## config.mk

```make
export PLATFORM = sky130hd
export DESIGN_NAME = crc5_check
export DESIGN_NICKNAME = d
export VERILOG_FILES = /design/src/rtl/crc5_check.sv
export SDC_FILE = /design/constraint.sdc
export NUM_CORES = 1
export LEC_CHECK = 0
export CAP_MARGIN = 20
export CORE_ASPECT_RATIO = 0.8
export CORE_MARGIN = 2
export CORE_UTILIZATION = 40
export CTS_CLUSTER_DIAMETER = 120
export DETAILED_ROUTE_END_ITERATION = 6
export HOLD_SLACK_MARGIN = 0.08
export SYNTH_ARGS = -nofsm -noshare
export SYNTH_HDL_FRONTEND = slang
export SYNTH_SLANG_ARGS = --single-unit
```

## constraint.sdc

```tcl
create_clock -name clk -period 2.9 [get_ports clk]
set_clock_uncertainty 0.15 [all_clocks]
set_input_delay 0.58 -clock clk [delete_from_list [all_inputs] [get_ports clk]]
set_output_delay 0.58 -clock clk [all_outputs]
set_load 0.05 [all_outputs]
```

## src/rtl/crc5_check.sv

```systemverilog
// Receive-side USB CRC5 checker: deserialises a token field, checks the x^5+x^2+1 residual.
// Define CRC5_ERR_CNT_EN to build the saturating error counter behind err_cnt.
module crc5_check #(
    parameter int unsigned DATA_BITS = 11
) (
    input  logic                 clk,
    input  logic                 rst,
    input  logic                 crc5_start,
    input  logic                 s_in,
    input  logic                 s_valid,
    input  logic                 abort,
    input  logic                 crc5_rec,
    output logic [DATA_BITS-1:0] data_out,
    output logic                 crc5_busy,
    output logic                 crc5_done,
    output logic                 crc5_ok,
    output logic                 crc5_err,
    output logic [7:0]           err_cnt
);

    localparam logic [1:0] StIdle = 2'd0;
    localparam logic [1:0] StData = 2'd1;
    localparam logic [1:0] StCrc  = 2'd2;
    localparam logic [1:0] StDone = 2'd3;

    localparam logic [4:0] Residual = 5'b01100;

    logic [1:0]           r_state, w_state_d;
    logic [4:0]           r_lfsr, w_lfsr_d;
    logic [4:0]           r_cnt, w_cnt_d;
    logic [DATA_BITS-1:0] r_data, w_data_d;
    logic                 r_done, w_done_d;
    logic                 r_ok, w_ok_d;
    logic                 r_err, w_err_d;

    logic                 w_fb;
    logic [4:0]           w_lfsr_nxt;

    assign w_fb       = r_lfsr[4] ^ s_in;
    assign w_lfsr_nxt = {r_lfsr[3], r_lfsr[2], r_lfsr[1] ^ w_fb, r_lfsr[0], w_fb};

    always_comb begin
        w_state_d = r_state;
        w_lfsr_d  = r_lfsr;
        w_cnt_d   = r_cnt;
        w_data_d  = r_data;
        w_done_d  = r_done;
        w_ok_d    = r_ok;
        w_err_d   = r_err;
        case (r_state)
            StIdle: begin
                if (crc5_start) begin
                    w_state_d = StData;
                    w_lfsr_d  = 5'b11111;
                    w_cnt_d   = 5'd0;
                end
            end
            StData, StCrc: begin
                // Abort wins over a bit arriving in the same cycle.
                if (abort) begin
                    w_state_d = StDone;
                    w_cnt_d   = 5'd0;
                    w_done_d  = 1'b1;
                    w_ok_d    = 1'b0;
                    w_err_d   = 1'b1;
                end else if (s_valid) begin
                    w_lfsr_d = w_lfsr_nxt;
                    w_cnt_d  = r_cnt + 5'd1;
                    if (r_state == StData) begin
                        for (int i = 0; i < int'(DATA_BITS); i++) begin
                            if (r_cnt == 5'(i)) w_data_d[i] = s_in;
                        end
                        if (r_cnt == 5'(DATA_BITS - 1)) begin
                            w_state_d = StCrc;
                            w_cnt_d   = 5'd0;
                        end
                    end else if (r_cnt == 5'd4) begin
                        w_state_d = StDone;
                        w_cnt_d   = 5'd0;
                        w_done_d  = 1'b1;
                        w_ok_d    = (w_lfsr_nxt == Residual);
                        w_err_d   = (w_lfsr_nxt != Residual);
                    end
                end
            end
            default: begin
                if (crc5_rec) begin
                    w_state_d = StIdle;
                    w_done_d  = 1'b0;
                    w_ok_d    = 1'b0;
                    w_err_d   = 1'b0;
                end
            end
        endcase
    end

    always_ff @(posedge clk or posedge rst) begin
        if (rst) begin
            r_state <= StIdle;
            r_lfsr  <= 5'b11111;
            r_cnt   <= 5'd0;
            r_data  <= '0;
            r_done  <= 1'b0;
            r_ok    <= 1'b0;
            r_err   <= 1'b0;
        end else begin
            r_state <= w_state_d;
            r_lfsr  <= w_lfsr_d;
            r_cnt   <= w_cnt_d;
            r_data  <= w_data_d;
            r_done  <= w_done_d;
            r_ok    <= w_ok_d;
            r_err   <= w_err_d;
        end
    end

`ifdef CRC5_ERR_CNT_EN
    logic [7:0] r_err_cnt;
    logic       w_err_entry;

    assign w_err_entry = (r_state == StData || r_state == StCrc) &&
                         (w_state_d == StDone) && w_err_d;

    always_ff @(posedge clk or posedge rst) begin
        if (rst) begin
            r_err_cnt <= 8'h00;
        end else if (w_err_entry && r_err_cnt != 8'hFF) begin
            r_err_cnt <= r_err_cnt + 8'd1;
        end
    end

    assign err_cnt = r_err_cnt;
`else
    assign err_cnt = 8'h00;
`endif

    assign crc5_busy = (r_state == StData) || (r_state == StCrc);
    assign crc5_done = r_done;
    assign crc5_ok   = r_ok;
    assign crc5_err  = r_err;
    assign data_out  = r_data;

endmodule

```

# == After elaboration in Yosys (flattened, before gate mapping) ==
# Cells that the tools add are included.
# W data, S select, Z words.
# classes
n_addsub,1
eq_ne,22
n_reduce_logical,22
muxes,35
bitwise_logic,4
# ops
operator,count
$reduce_and A5 Y1,13
$mux W5,9
$eq A5 B3 Y1 const B,4
$eq A5 B4 Y1 const B,4
$pmux W5 S2,2
$mux W2,7
$mux W1,13
$eq A5 B2 Y1 const B,2
$ne A3 B3 Y1 const B,3
$ne A4 B4 Y1 const B,2
$ne A2 B2 Y1 const B,3
$pmux W1 S2,3
$add A5 B1 Y5 const B,1
$eq A5 B1 Y1 const B,1
$logic_not A5 Y1,1
$ne A5 B4 Y1 const B,1
$pmux W2 S2,1
$reduce_and A4 Y1,1
$reduce_bool A2 Y1,2
$reduce_and A3 Y1,1
$reduce_bool A3 Y1,1
$eq A2 B1 Y1 const B,1
$eq A2 B2 Y1 const B,1
$logic_not A2 Y1,1
4 further kinds,6
# word_totals
out_inout_bits,23
regBits,26
input_bits,7
word_cells,101

# == Longest topological paths before layout ==
# depth
depth_word,8
mapped_depth,7
ltp_nobuf,6

# == Worst setup path before layout ==
# Ideal clock, no wire load.
# synth_path
kind,reg2reg
startpoint,register r_state[0]
endpoint,register r_cnt[2]
t_arrival_ns,2.197
path_slack_ns,0.449
period_less_slack_ns,2.451
setup_ns,0.104
path_buffers,1
path_stages_with_launch,8
required_time_ns,2.646
path_cell_list,dfrtp_1 inv_1 ha_1 mux2i_1 or2_1 clkbuf_1 or4_1 o311ai_1
# synth_between
elab_chain_cells,5
word_cells_on_any_way,12
classes_between,eq/ne: 4; mux: 4; reduce/logical: 4
# synth_lines
item,line,rtl
"start, declared",28,"logic [1:0] r_state, w_state_d;"
"start signal, assigned",99,r_state <= StIdle;
"start signal, assigned",107,r_state <= w_state_d;
$eq A2 B1 Y1,"50, 69",
$mux W5,69,if (r_state == StData) begin
$mux W5,66,end else if (s_valid) begin
$mux W5,60,if (abort) begin
$pmux W5 S2,50,case (r_state)
"end signal, assigned",109,r_cnt <= w_cnt_d;
"end, declared",30,"logic [4:0] r_cnt, w_cnt_d;"
# Parallel ways exist; a longest one is shown, timed or not. The select of a mux whose other input is x is not followed.
# A chain may end at the register's enable or synchronous reset.

# == Final worst setup path ==
# Same ends and word-level chain as after synthesis.

==> reports/qor.txt <==
Final worst-path cycle share: 82.3%
Die height: 59.0 um
Async set-reset flop share out of synthesis: 100%
Number of buffers on the longest clock path: 2
Final total power: 1.87 mW
Startpoint Class: register
Number of buffers inserted to repair setup after CTS: 0
Worst hold start: r_lfsr[3]
Routed via count: 1,126
Quantity of gates resized following cts: 0
Post-route standard cell area excluding fillers: 1820 um^2
Combined area of the multi-input logic cells: 752 um^2
NumNets Final: 191
Fraction of post-synthesis cell area in the top cell type by area: 34.7%
Clock insertion delay at the later pin of the skew report: 0.27 ns
Post-detailed-route DRC marker count: 0
Number of sinks handled by clock tree synthesis: 26
Maximum fanout along the worst path: 9
Initial DRC count: 104
Setup violation total in the final timing report: 0
Estimated wirelength of the detail-placed design: 2.26 mm
Rel. slew slack: 64.5%
CTS tree: yes
Instance count of the mapped netlist: 151
Share of synthesized area occupied by flip-flops and latches: 43.4%
Maximum clock frequency: 0.419 GHz
Flip-flop and latch area: 657 um^2
Critical-path top delay cell: sky130_fd_sc_hd__or4_1
Peak per-stage delay on the critical path: 0.49 ns
EDFF count, synth: 0
Sum of buffers and inverters on the critical path: 1
Cell accounting for the most synthesized area: sky130_fd_sc_hd__dfrtp_1
Hold Path End: r_lfsr[4]
Setup slack of the worst register-to-register path: 0.51 ns
Total length of routed wires: 3.15 mm
Power Density: 1030 nW/um^2
Leading register cell type out of synthesis: sky130_fd_sc_hd__dfrtp_1
Number of warnings printed during yosys synthesis: 0
Setup TNS Final: 0 ns
Mapped Avg Cell Area: 10.0 um^2
End of the worst register-to-register path: r_cnt[2]
H-tree depth reported by CTS: 1
Leading post-synthesis cells by cell area: sky130_fd_sc_hd__dfrtp_1 (35%), sky130_fd_sc_hd__mux2_2 (11%), sky130_fd_sc_hd__dfstp_2 (8.7%)
Outcome: finished clean
Post-layout utilization of the core: 51.7%
Detailed Routing Iterations Pass 1: 4
N_diodes: 0
Total placed instance area: 1750 um^2
Startpoint of the most critical register-to-register path: r_state[0]
Arrival time at the worst endpoint: 2.42 ns
Crit-path cells: inv_1, ha_1, nor3b_1, or2_1, or4_1, o311ai_1
Netlist area before placement: 1510 um^2
Die Outline Area: 4300 um^2
Number of hold violations in the final report: 0
DRT antenna net count: 0
Floorplan core area: 3520 um^2
Initial antenna violation count: 0
Number of global-route vias before repair: 1,137
Average wire per cell in the routed design: 14.6 um
IO Port Bufs: 21
Die X-Extent: 72.8 um
Total of fill cells in the finished design: 323
First-pass GRT wire length: 5.46 mm
Capturing element type of the critical path: register
Cts bufs inserted: 3
Synth-to-Final Area Change: 20.2%
CTS hold repair buffers: 0
Number of synthesized register bits: 26
Fin crit period: 2.39 ns
Starting utilization of the core area: 43.0%
Max-capacitance violation count: 0
Path class of the lowest-slack min-delay path: reg2reg
Number of library cell types mapped by synthesis: 34
Cell depth of the worst min-delay path: 2
Worst Hold Margin: 0.355 ns
Actual slew at the worst max-slew pin: 0.532 ns
Cell depth of the worst flop-to-flop path: 6
Worst voltage drop across the vdd grid: 0.501 mV
CTS Root Buffer Type: sky130_fd_sc_hd__clkbuf_8
Share of post-route cells with drive strength above 1: 17.8%
Gr ovfl total: 0
Max-slew violation count: 0
Total routing usage reported by global routing: 16.3%
Num rows: 19
Clock-pin slew on the worst setup and hold paths: 0.10 ns
Unrepaired setup endpoints after global routing: false
Via density per instance: 5.21
Required time at the endpoint of the critical path: 2.93 ns
Leak pwr: 0.821 nW
Ports placed on the boundary: 30
Crit. Startpoint: r_state[0]
Maximum number of pins on one net before global-route repair: 27
Critical Setup Path Class: reg2reg
CP delay by family, top: simple AND/OR/NAND/NOR gates
RePlAce Congestion: 0.828
-- logic make-up (layout without fill, tap and decap cells) --
group                    Yosys count  after routing  synth area share (%)
buffers and inverters             27             43                  8.68
AO/OA/AOI/OAI                     18             18                  8.02
flip-flops                        26             26                  43.4
adder cells (fa/ha/maj)            9              9                  7.44
XOR/XNOR                           2              2                  1.16
other                              1              8                 0.248
multiplexers                      19             19                  13.8
AND/OR/NAND/NOR                   49             49                  17.3
-- worst max-delay path by stage --
stage	to	slack (ns)	cells after the start
6_report	r_cnt[2]	0.51	6
5_1_grt	r_cnt[2]	0.38	6
2_1_floorplan	r_cnt[2]	0.45	7
4_1_cts	r_cnt[2]	0.53	6
3_5_place_dp	data_out[7]	0.32	5
3_3_place_gp	data_out[7]	0.34	5
-- placed cells by master (no fill, tap or decap), drive strengths merged, types with 2 or more instances in the layout --
cell,instances
a21oi,2
a31oi,5
and4bb,2
buf,4
clkbuf,3
clkdlybuf4s50,20
conb,8
dfrtp,21
dfstp,5
ha,9
inv,15
mux2,15
mux2i,4
nand2,10
nand2b,3
nand3,5
nor2,14
nor3,2
nor3b,2
nor4,2
o21ai,5
or2,2
or3,2
or4,2
-- sequential cells by signal (all words and copies together) (netlist names) --
name,flops
crc5_done,1
crc5_err,1
crc5_ok,1
data_out,11
r_cnt,5
r_lfsr,5
r_state,2
-- per-layer routing --
layer / vias up / GRT usage [%] / routed length (um) / part of all wire (%)
li1: 543 / - / - / -
met1: 535 / 24.2 / 1640 / 52
met3: 8 / 4.08 / 158 / 5.0
met4: 0 / 2.65 / 42 / 1.3
met5: - / 0 / 0 / 0
met2: 40 / 24.4 / 1310 / 42
-- cell type report --
type	instances	share of cell area, %
multi-input combinational	105	41.3
sequential	26	36.1
timing repair buffer	24	12.7
inverter	15	3.09
tap	42	2.89
clock buffer	3	2.27
clock inverter	1	1.65
-- worst min-delay path, cell delays in order (launching register included) --
cell and delay [ns]:
sky130_fd_sc_hd__dfstp_2 0.38, sky130_fd_sc_hd__inv_1 0.05, sky130_fd_sc_hd__a31oi_1 0.08
-- report_power, final --
part / internal (mW) / switching [mW]
clock: 0.185 / 0.121
combinational: 0.378 / 0.640
sequential: 0.473 / 0.0740
total: 1.04 / 0.835
-- Yosys cell counts (2+ instances only) --
cell type,number
sky130_fd_sc_hd__dfrtp_1,21
sky130_fd_sc_hd__inv_1,15
sky130_fd_sc_hd__or3_2,2
sky130_fd_sc_hd__buf_4,8
sky130_fd_sc_hd__or4_1,2
sky130_fd_sc_hd__nand3_1,5
sky130_fd_sc_hd__o21ai_0,5
sky130_fd_sc_hd__nor4_1,2
sky130_fd_sc_hd__nand2_1,10
sky130_fd_sc_hd__and4bb_1,2
sky130_fd_sc_hd__mux2i_1,4
sky130_fd_sc_hd__mux2_2,15
sky130_fd_sc_hd__nand2b_1,3
sky130_fd_sc_hd__ha_1,9
sky130_fd_sc_hd__nor2_1,14
sky130_fd_sc_hd__a21oi_1,2
sky130_fd_sc_hd__a31oi_1,5
sky130_fd_sc_hd__dfstp_2,5
sky130_fd_sc_hd__nor3_1,2
sky130_fd_sc_hd__or2_1,2
sky130_fd_sc_hd__clkbuf_1,4
sky130_fd_sc_hd__nor3b_1,2
-- metrics by stage --
stage,worst slack (ns),std cells
after floorplan,0.449,158
after global placement,0.335,212
after detailed placement,0.321,212
after CTS,0.527,216
after global routing,0.383,216
final,0.514,216
Note: power is estimated with default switching activity, not from simulation.
